**config.mk**
```make
export PLATFORM = sky130hd
export DESIGN_NAME = vga_timing_ctrl
export DESIGN_NICKNAME = d
export VERILOG_FILES = /design/src/rtl/vga_timing_ctrl.sv
export SDC_FILE = /design/constraint.sdc
export NUM_CORES = 1
export LEC_CHECK = 0
export CORE_ASPECT_RATIO = 1.75
export CORE_MARGIN = 2
export CORE_UTILIZATION = 55
export CTS_CLUSTER_DIAMETER = 30
export CTS_CLUSTER_SIZE = 20
export DETAILED_ROUTE_END_ITERATION = 10
export PLACE_DENSITY = 0.85
export REMOVE_ABC_BUFFERS = 1
export SYNTH_ARGS = -nofsm -noshare
export SYNTH_HDL_FRONTEND = slang
export SYNTH_SLANG_ARGS = --single-unit
```
**constraint.sdc**
```tcl
create_clock -name sys_clk -period 4.9 [get_ports sys_clk]
set_input_delay 0.735 -clock sys_clk [delete_from_list [all_inputs] [get_ports sys_clk]]
set_output_delay 0.735 -clock sys_clk [all_outputs]
set_load 0.05 [all_outputs]
```
**src/rtl/vga_timing_ctrl.sv**
```systemverilog
`default_nettype none
// ============================================================================
// Module   : vga_timing_ctrl
// Brief    : 640x480@60 VGA sequencer: sync generation, one-ahead pixel
//            request and registered RGB, started/stopped on frame boundaries.
// Revision : 1.0 - initial release
// ============================================================================
module vga_timing_ctrl #(
    parameter int H_SYNC  = 96,
    parameter int H_BACK  = 48,
    parameter int H_VALID = 640,
    parameter int H_FRONT = 16,
    parameter int V_SYNC  = 2,
    parameter int V_BACK  = 33,
    parameter int V_VALID = 480,
    parameter int V_FRONT = 10
) (
    input  logic        sys_clk,
    input  logic        sys_rst_n,
    input  logic        pix_ce,
    input  logic        enable,
    input  logic [15:0] pix_data,
    output logic        pix_req,
    output logic [9:0]  pix_x,
    output logic [9:0]  pix_y,
    output logic        hsync,
    output logic        vsync,
    output logic        rgb_valid,
    output logic [15:0] rgb,
    output logic        frame_start,
    output logic        busy
);

    localparam int         c_H_TOTAL   = H_SYNC + H_BACK + H_VALID + H_FRONT;
    localparam int         c_V_TOTAL   = V_SYNC + V_BACK + V_VALID + V_FRONT;
    localparam logic [9:0] c_H_LAST    = 10'(c_H_TOTAL - 1);
    localparam logic [9:0] c_V_LAST    = 10'(c_V_TOTAL - 1);
    localparam logic [9:0] c_H_OFS     = 10'(H_SYNC + H_BACK);
    localparam logic [9:0] c_V_OFS     = 10'(V_SYNC + V_BACK);
    // 11-bit bounds so an active window ending at 1024 still compares correctly
    localparam logic [10:0] c_H_SYNC_W = 11'(H_SYNC);
    localparam logic [10:0] c_V_SYNC_W = 11'(V_SYNC);
    localparam logic [10:0] c_H_ACT_LO = 11'(H_SYNC + H_BACK);
    localparam logic [10:0] c_H_ACT_HI = 11'(H_SYNC + H_BACK + H_VALID);
    localparam logic [10:0] c_V_ACT_LO = 11'(V_SYNC + V_BACK);
    localparam logic [10:0] c_V_ACT_HI = 11'(V_SYNC + V_BACK + V_VALID);

    localparam logic [1:0] c_ST_IDLE     = 2'd0;
    localparam logic [1:0] c_ST_RUN      = 2'd1;
    localparam logic [1:0] c_ST_STOPPING = 2'd2;

    function automatic logic [9:0] f_h_succ(input logic [9:0] h);
        return (h == c_H_LAST) ? 10'd0 : h + 10'd1;
    endfunction

    function automatic logic [9:0] f_v_succ(input logic [9:0] h, input logic [9:0] v);
        if (h != c_H_LAST) return v;
        return (v == c_V_LAST) ? 10'd0 : v + 10'd1;
    endfunction

    function automatic logic f_active(input logic [9:0] h, input logic [9:0] v);
        return ({1'b0, h} >= c_H_ACT_LO) && ({1'b0, h} < c_H_ACT_HI) &&
               ({1'b0, v} >= c_V_ACT_LO) && ({1'b0, v} < c_V_ACT_HI);
    endfunction

    logic [1:0]  r_state;
    logic [1:0]  w_state_nxt;
    logic [9:0]  r_h_cnt;
    logic [9:0]  r_v_cnt;
    logic [9:0]  w_h_nxt;
    logic [9:0]  w_v_nxt;
    logic [9:0]  w_h_ahead;
    logic [9:0]  w_v_ahead;
    logic        w_at_last;
    logic        w_run_nxt;
    logic        w_req_nxt;
    logic        w_valid_nxt;

    logic        r_pix_req;
    logic [9:0]  r_pix_x;
    logic [9:0]  r_pix_y;
    logic        r_hsync;
    logic        r_vsync;
    logic        r_rgb_valid;
    logic [15:0] r_rgb;
    logic        r_frame_start;
    logic        r_busy;

    always_ff @(posedge sys_clk or negedge sys_rst_n) begin
        if (!sys_rst_n) begin
            r_state <= c_ST_IDLE;
        end else if (pix_ce) begin
            r_state <= w_state_nxt;
        end
    end

    assign w_at_last = (r_h_cnt == c_H_LAST) && (r_v_cnt == c_V_LAST);

    // A frame in progress always completes; enable only decides what follows it.
    always_comb begin
        w_state_nxt = r_state;
        case (r_state)
            c_ST_IDLE:     if (enable) w_state_nxt = c_ST_RUN;
            c_ST_RUN:      if (!enable) w_state_nxt = w_at_last ? c_ST_IDLE : c_ST_STOPPING;
            c_ST_STOPPING: begin
                if (enable)         w_state_nxt = c_ST_RUN;
                else if (w_at_last) w_state_nxt = c_ST_IDLE;
            end
            default:       w_state_nxt = c_ST_IDLE;
        endcase
    end

    always_comb begin
        w_run_nxt = (w_state_nxt != c_ST_IDLE);
        w_h_nxt   = 10'd0;
        w_v_nxt   = 10'd0;
        if (w_run_nxt && (r_state != c_ST_IDLE)) begin
            w_h_nxt = f_h_succ(r_h_cnt);
            w_v_nxt = f_v_succ(r_h_cnt, r_v_cnt);
        end
        // Request is for the position one pixel beyond the one being entered
        w_h_ahead   = f_h_succ(w_h_nxt);
        w_v_ahead   = f_v_succ(w_h_nxt, w_v_nxt);
        w_req_nxt   = w_run_nxt && f_active(w_h_ahead, w_v_ahead);
        w_valid_nxt = w_run_nxt && f_active(w_h_nxt, w_v_nxt);
    end

    always_ff @(posedge sys_clk or negedge sys_rst_n) begin
        if (!sys_rst_n) begin
            r_h_cnt       <= 10'd0;
            r_v_cnt       <= 10'd0;
            r_pix_req     <= 1'b0;
            r_pix_x       <= 10'd0;
            r_pix_y       <= 10'd0;
            r_hsync       <= 1'b1;
            r_vsync       <= 1'b1;
            r_rgb_valid   <= 1'b0;
            r_rgb         <= 16'd0;
            r_frame_start <= 1'b0;
            r_busy        <= 1'b0;
        end else if (pix_ce) begin
            r_h_cnt       <= w_h_nxt;
            r_v_cnt       <= w_v_nxt;
            r_pix_req     <= w_req_nxt;
            r_pix_x       <= w_req_nxt ? (w_h_ahead - c_H_OFS) : 10'd0;
            r_pix_y       <= w_req_nxt ? (w_v_ahead - c_V_OFS) : 10'd0;
            r_hsync       <= !(w_run_nxt && ({1'b0, w_h_nxt} < c_H_SYNC_W));
            r_vsync       <= !(w_run_nxt && ({1'b0, w_v_nxt} < c_V_SYNC_W));
            r_rgb_valid   <= w_valid_nxt;
            r_rgb         <= w_valid_nxt ? pix_data : 16'd0;
            r_frame_start <= w_run_nxt && (w_h_nxt == 10'd0) && (w_v_nxt == 10'd0);
            r_busy        <= w_run_nxt;
        end
    end

    assign pix_req     = r_pix_req;
    assign pix_x       = r_pix_x;
    assign pix_y       = r_pix_y;
    assign hsync       = r_hsync;
    assign vsync       = r_vsync;
    assign rgb_valid   = r_rgb_valid;
    assign rgb         = r_rgb;
    assign frame_start = r_frame_start;
    assign busy        = r_busy;

endmodule
`default_nettype wire

```
* Yosys cells after proc, flatten, opt, wreduce, memory -nomap -nowiden
Index checks and enable logic that the tools add are counted.
** Storage, ports and cells
- Bits in registers :: 64
- Output and inout port bits :: 42
** Cells by class
- Reduce and logical (&&, ||, !) cells :: 21
- Multiplexer cells :: 22
- Magnitude comparators :: 10
- Eq/ne operators :: 8
- Add/subtract/negate cells :: 6
** Operators by type and width (number)
- 10-bit two-way mux :: 12
- 10-bit by 1-bit adder with 10-bit output (second input constant) :: 4
- 10-bit equality test (second input constant) :: 4
- 10-bit less-than comparator (second input constant) :: 4
- 10-bit by 6-bit >= comparator with 1-bit output (second input constant) :: 2
- 10-bit by 8-bit >= comparator with 1-bit output (second input constant) :: 2
- 10-bit zero test :: 2
- 10-bit inequality test (second input constant) :: 2
- 16-bit two-way mux :: 1
- 1-bit logical AND :: 14
- 10-bit by 2-bit less-than comparator with 1-bit output (second input constant) :: 1
- 10-bit by 7-bit less-than comparator with 1-bit output (second input constant) :: 1
- 2-bit two-way mux :: 5
- 10-bit by 6-bit subtractor with 10-bit output (second input constant) :: 1
- 10-bit by 8-bit subtractor with 10-bit output (second input constant) :: 1
- 2-bit case mux with 3 select lines :: 1
- 2-bit nonzero test :: 2
- 1-bit two-way mux :: 3
- 2-bit by 1-bit equality test with 1-bit output (second input constant) :: 1
- 2-bit equality test (second input constant) :: 1
- 1-bit zero test :: 2
- 2-bit zero test :: 1

* Logic depth before layout (Yosys ltp)
Gate-level depths: netlist of the first run.
- Depth after elaboration :: 18
- Gate-level depth with buffers :: 21

* Worst setup path before layout of the first run
Ideal clock, no wire load.
- Path kind :: flip-flop to flip-flop
- From :: reg r_h_cnt[0]
- To :: reg r_pix_req, in the netlist pix_req
- Setup time :: 0.135 ns
- Slack :: 0.336 ns
- Cell stages (with the launch flop) :: 21
- Arrival time :: 4.429 ns
- Buffers on the path :: 3
- Cell sequence :: dfrtp_1 > ha_1 > clkbuf_1 > nand4_1 > or4_1 > buf_2 > o21ai_2 > a21oi_1 > inv_1 > ha_1 > nor4b_1 > nand4_1 > nand2_1 > o21ai_0 > ha_1 > inv_1 > o211ai_1 > o211a_1 > o31ai_4 > buf_6 > o21ai_1
** Between the ends
- Word-level cells in the longest chain between the ends :: 15
- Elaborated cells between the ends (all ways) :: 35
** Ends and longest elaborated chain
- from (decl) :: line 68 : logic [9:0] r_h_cnt;
- from (signal assigned) :: line 142 : r_h_cnt <= w_h_nxt;
- 10-bit equality test :: line 97 : assign w_at_last = (r_h_cnt == c_H_LAST) && (r_v_cnt == c_V_LAST);
- 1-bit logical AND :: line 97
- 2-bit two-way mux, on equally long branches :: line 107, 104
- 2-bit two-way mux, on equally long branches :: line 106, 104
- 2-bit case mux with 3 select lines :: line 102 : case (r_state)
- 2-bit nonzero test :: line 114 : w_run_nxt = (w_state_nxt != c_ST_IDLE);
- 1-bit logical AND :: line 117 : if (w_run_nxt && (r_state != c_ST_IDLE)) begin
- 10-bit two-way mux (*) :: line 117
- net w_v_nxt[1] :: line 71 : logic [9:0] w_v_nxt;
- 10-bit by 1-bit adder with 10-bit output or 10-bit equality test (tied branches) :: line 58 : return (v == c_V_LAST) ? 10'd0 : v + 10'd1;
- 10-bit two-way mux :: line 58
- 10-bit two-way mux (*) :: line 58
- 10-bit by 6-bit >= comparator with 1-bit output :: line 63 : ({1'b0, v} >= c_V_ACT_LO) && ({1'b0, v} < c_V_ACT_HI);
- 1-bit logical AND :: line 62 : return ({1'b0, h} >= c_H_ACT_LO) && ({1'b0, h} < c_H_ACT_HI) &&
- 1-bit logical AND (*) :: line 63
- 1-bit logical AND (*) :: line 124 : w_req_nxt = w_run_nxt && f_active(w_h_ahead, w_v_ahead);
- to (signal assigned) :: line 144 : r_pix_req <= w_req_nxt;
- to (decl) :: line 79 : logic r_pix_req;
The timed path passes the listed nets; every way through them passes the cells marked *. The select of a mux whose other input is x is not followed.
A chain may end at the register's enable or synchronous reset.

* Worst setup path after layout of the first run
- From :: reg r_h_cnt[6]
- To :: reg r_pix_x[7], in the netlist pix_x[7]
** Between the ends
- Word-level cells in the longest chain between the ends :: 16
- Elaborated cells between the ends (all ways) :: 37
** Ends and longest elaborated chain
- 10-bit equality test :: line 97
- 1-bit logical AND :: line 97
- 2-bit two-way mux, on equally long branches :: line 107, 104
- 2-bit two-way mux, on equally long branches :: line 106, 104
- 2-bit case mux with 3 select lines :: line 102
- 2-bit nonzero test :: line 114
- 1-bit logical AND :: line 117
- 10-bit two-way mux (*) :: line 117
- net w_v_nxt[1] :: line 71
- 10-bit by 1-bit adder with 10-bit output or 10-bit equality test (tied branches) :: line 58
- 10-bit two-way mux :: line 58
- 10-bit two-way mux (*) :: line 58
- 10-bit by 6-bit >= comparator with 1-bit output :: line 63
- 1-bit logical AND :: line 62
- 1-bit logical AND (*) :: line 63
- 1-bit logical AND (*) :: line 124
- 10-bit two-way mux (*) :: line 145 : r_pix_x <= w_req_nxt ? (w_h_ahead - c_H_OFS) : 10'd0;
- to (signal assigned) :: line 145
- to (decl) :: line 80 : logic [9:0] r_pix_x;
Marks and branches as above.

==> results of run 1 <==
==> repair_timing <==
item | in CTS | in global routing
endpoints found under the hold margin | 0 | 0
resized for setup | 0 | 6
endpoints found under the setup margin | 0 | 21
==> final cells by class <==
cell class	count	area [um^2]	share of cell area
Tap cell	88	110	0.0207
Inverter	21	78.8	0.0148
Clock buffer	10	239	0.0449
Multi-Input combinational cell	338	2460	0.463
Clock inverter	6	115	0.0216
Timing Repair Buffer	75	711	0.134
Sequential cell	64	1600	0.301
==> registers in the layout, summed over array words and instances, names as in the netlist <==
signal,cells
pix_y,10
pix_req,1
pix_x,10
vsync,1
busy,1
r_state,2
frame_start,1
r_h_cnt,10
rgb,16
rgb_valid,1
hsync,1
r_v_cnt,10
==> layout by cell type, fill, tap and decap left out, types with 9 or more instances in the layout <==
cell | synthesis | layout
a21oi_1 | 15 | 15
a22o_1 | 16 | 16
and2_1 | 9 | 9
buf_4 | 0 | 14
clkbuf_16 | 0 | 9
clkdlybuf4s50_1 | 0 | 60
dfrtp_1 | 62 | 62
ha_1 | 11 | 10
inv_1 | 21 | 21
mux2_2 | 15 | 15
nand2_1 | 35 | 35
nand3_1 | 21 | 21
nand4_1 | 15 | 15
nor2_1 | 17 | 17
o21ai_0 | 24 | 24
o2bb2ai_1 | 16 | 16
xnor2_1 | 15 | 15
xor2_1 | 13 | 13
==> worst reg2reg max path: cells and delay by family, from the launching register on <==
family / cells / cell delay [ps]
buffers and inverters: 3 / 440
AND/OR/NAND/NOR: 6 / 2140
AO/OA/AOI/OAI: 6 / 1020
adder cells (fa/ha/maj): 2 / 450
flip-flops: 1 / 500
==> through the flow <==
step	utilization	hold slack, ps	instance area, um^2
2_1_floorplan	-	439	4110
3_3_place_gp	0.657	472	4930
4_1_cts	0.704	495	5290
6_report	0.708	489	5320
3_5_place_dp	0.657	476	4930
5_1_grt	0.708	510	5320
==> cells in the mapped netlist (all sizes together) (3+ instances only) <==
master | instances | area [um^2]
dfrtp | 62 | 1550
nand2 | 36 | 138
o21ai | 27 | 139
inv | 21 | 78.8
nand3 | 21 | 105
clkbuf | 17 | 63.8
nor2 | 17 | 63.8
a21oi | 16 | 83.8
a22o | 16 | 140
o2bb2ai | 16 | 140
mux2 | 15 | 169
nand4 | 15 | 93.8
xnor2 | 15 | 131
xor2 | 13 | 114
ha | 11 | 138
and2 | 9 | 56.3
buf | 9 | 53.8
and3 | 7 | 43.8
nor3 | 7 | 35.0
a31oi | 6 | 52.6
mux2i | 6 | 60.1
nor4 | 6 | 37.5
o31ai | 6 | 72.6
a311oi | 5 | 43.8
and4 | 5 | 43.8
nor2b | 5 | 31.3
o211ai | 5 | 37.5
or3 | 5 | 31.3
or4 | 5 | 41.3
nand2b | 3 | 18.8
nor3b | 3 | 22.5
nor4b | 3 | 41.3
==> power groups by stage <==
stage / combinational, W / sequential [W] / clock [W]
2_1_floorplan: 0.0000854 / 0.000599 / 0
3_3_place_gp: 0.000207 / 0.000573 / 0
3_5_place_dp: 0.000206 / 0.000576 / 0
4_1_cts: 0.000209 / 0.000566 / 0.000772
5_1_grt: 0.000231 / 0.000569 / 0.000795
6_report: 0.000216 / 0.000567 / 0.000767
==> routing by layer <==
layer / track usage / share of wire / vias to the layer above
met1: 0.352 / 0.38 / 1924
li1: - / - / 1816
met2: 0.531 / 0.52 / 191
met3: 0.0571 / 0.052 / 53
met5: 0 / 0 / -
met4: 0.178 / 0.048 / 0
==> cell families (layout without fill, tap and decap cells) <==
kind of cell | count (synthesis) | after routing | share of synthesized area
AOI/OAI and AO/OA | 125 | 125 | 0.228
xor gates and xnor gates | 28 | 28 | 0.0580
adders and majority gates | 11 | 11 | 0.0325
buffers and inverters | 47 | 112 | 0.0464
DFF | 64 | 64 | 0.379
muxes | 21 | 21 | 0.0541
and+or+nand+nor | 153 | 153 | 0.202
==> worst max-delay path by stage <==
stage / start / to / cells after the start
floorplan: r_h_cnt[0]$_DFFE_PN0P_ / pix_x[7]$_DFFE_PN0P_ / 17
finish: r_h_cnt[6]$_DFFE_PN0P_ / pix_x[7]$_DFFE_PN0P_ / 17
global route: r_h_cnt[0]$_DFFE_PN0P_ / pix_x[7]$_DFFE_PN0P_ / 18
detailed placement: r_h_cnt[0]$_DFFE_PN0P_ / pix_x[7]$_DFFE_PN0P_ / 17
CTS: r_h_cnt[0]$_DFFE_PN0P_ / pix_x[7]$_DFFE_PN0P_ / 17
global placement: r_h_cnt[0]$_DFFE_PN0P_ / pix_x[7]$_DFFE_PN0P_ / 17
==> summary.md, run 1 <==
| Metric | Value |
|---|---|
| Status | `finished clean` |
| Effective utilization at floorplan | `0.563` |
| Largest net degree at the start of global routing | `65` |
| Pint | `0.00114 W` |
| Mapped Cells | `449` |
| Synth Area per Inst | `9.42 um^2` |
| Routability Congestion | `0.944` |
| Critical Path RT | `5130 ps` |
| Hold buffer count at cts | `0` |
| Critical path, cell by cell | `or3_1 > or4_1 > o21ai_2 > a21oi_1 > inv_1 > ha_1 > nor4b_2 > nand4_1 > nand2_1 > o21ai_0 > ha_1 > inv_1 > o211ai_1 > nor4b_4 > o31ai_4 > buf_4 > o32ai_1` |
| Worst-case reg-to-reg path depth | `17` |
| Peak supply drop | `289 uV` |
| Final Skew | `7.84 ps` |
| Clock power share | `0.495` |
| Leakage power | `2.22 nW` |
| First-iteration detailed-routing DRC count | `415` |
| FP Rows | `42` |
| Vias in the first global route | `4231` |
| Worst slew margin | `0.377` |
| Power per cell area | `291 mW/mm^2` |
| Startpoint type of the worst setup path | `flip-flop` |
| Gr usage total | `0.309` |
| Worst Hold Path Cells | `1` |
| Worst R2R Setup Slack | `260 ps` |
| FFs w/ async S/R, synth | `1.00` |
| Pre-CTS WS | `93.6 ps` |
| Total placed cells including tap cells | `586` |
| Sw Pwr | `0.000410 W` |
| DRC Markers | `0` |
| Die W | `70.3 um` |
| Yosys reg bits | `64` |
| Hold endpoint | `rgb_valid$_DFFE_PN0P_` |
| HPWL Detailed | `8740 um` |
| Post-synthesis sequential area ratio | `0.379` |
| Yosys warns | `0` |
| RSZ-0062 raised after global routing | `false` |
| Final worst path period need | `4640 ps` |
| Initial antenna violation count | `0` |
| Drt pass-1 iters | `5` |
| Synthesized area | `0.00423 mm^2` |
| Clock transition at path regs | `60 ps` |
| Seq pwr share | `0.366` |
| Die height | `120 um` |
| Fmax | `0.215 GHz` |
| Max clock buf depth | `2` |
| Final wirelength | `12400 um` |
| Fin nets | `540` |
| CP top delay family | `simple AND/OR/NAND/NOR gates` |
| Most common flop cell mapped by yosys | `dfrtp_1` |
| Worst Tran Pin Value | `932 ps` |
| Worst r2r src | `r_h_cnt[6]$_DFFE_PN0P_` |
| ANT nets after route | `0` |
| DIE AREA | `0.00844 mm^2` |
| Worst Hold Class | `flip-flop to flip-flop` |
| Worst setup margin | `256 ps` |
| CTS tree | `yes` |
| Setup TNS | `0 ps` |
| Worst setup EP type | `flip-flop` |
| Total CTS buffers | `9` |
| CP bufs+invs | `3` |
| Final Non-Filler Cells | `602` |
| Area grow syn2layout | `25.8%` |
| First-pass GRT wire length | `20500 um` |
| Vias post-DR | `3984` |
| Share of post-route cells with drive strength above 1 | `0.128` |
| Core footprint | `0.00751 mm^2` |
| Sw Ratio | `0.265` |
| Root Driver | `clkbuf_16` |
| Combinational share of power | `0.139` |
| Worst Path Max Fanout | `19` |
| Max-slew violations | `0` |
| Routed WL per cell | `20.6 um` |
| Max incr delay on CP | `570 ps` |
| ANT cells | `0` |
| Hold Crit Start | `rgb_valid$_DFFE_PN0P_` |
| # H-tree levels | `3` |
| GRT overflow | `0` |
| Count of cell types in the netlist | `71` |
| Vias/cell | `6.62` |
| Worst path arrival time | `4880 ps` |
| CTS Sinks | `64` |
| Power Total | `0.00155 W` |
| Ratio of final minimum period to clock period | `0.948` |
| FF-to-FF End | `pix_x[7]$_DFFE_PN0P_` |
| Final hold vios | `0` |
| Latest clock arrival within the worst-skew pair | `340 ps` |
| Number of synthesized flops with an enable pin | `0` |
| Fill count | `566` |
| Number of setup buffers added after CTS | `0` |
| Count of input and output buffers | `61` |
| Worst path slowest cell | `or4_1` |
| Count of endpoints failing setup in the final report | `0` |
| Max-cap viol count | `0` |
| Worst setup path category | `flip-flop to flip-flop` |
| Io pins | `62` |
No activity file was read; power rests on OpenSTA's default activity.
==> inputs of run 2 (changes only) <==
--- a/config.mk
+++ b/config.mk
@@ -8,7 +8,7 @@
 export CORE_ASPECT_RATIO = 1.75
 export CORE_MARGIN = 2
 export CORE_UTILIZATION = 55
-export CTS_CLUSTER_DIAMETER = 30
+export CTS_CLUSTER_DIAMETER = 100
 export CTS_CLUSTER_SIZE = 20
 export DETAILED_ROUTE_END_ITERATION = 10
 export PLACE_DENSITY = 0.85
==> results of run 2 <==
The final DEF is identical to that of run 1; final timing and power are the same.
==> inputs of run 3 (changes only) <==
--- a/config.mk
+++ b/config.mk
@@ -5,6 +5,7 @@
 export SDC_FILE = /design/constraint.sdc
 export NUM_CORES = 1
 export LEC_CHECK = 0
+export ABC_CLOCK_PERIOD_IN_PS = 4900
 export CORE_ASPECT_RATIO = 1.75
 export CORE_MARGIN = 2
 export CORE_UTILIZATION = 55
==> results of run 3 <==
The final DEF is identical to that of run 1; final timing and power are the same.
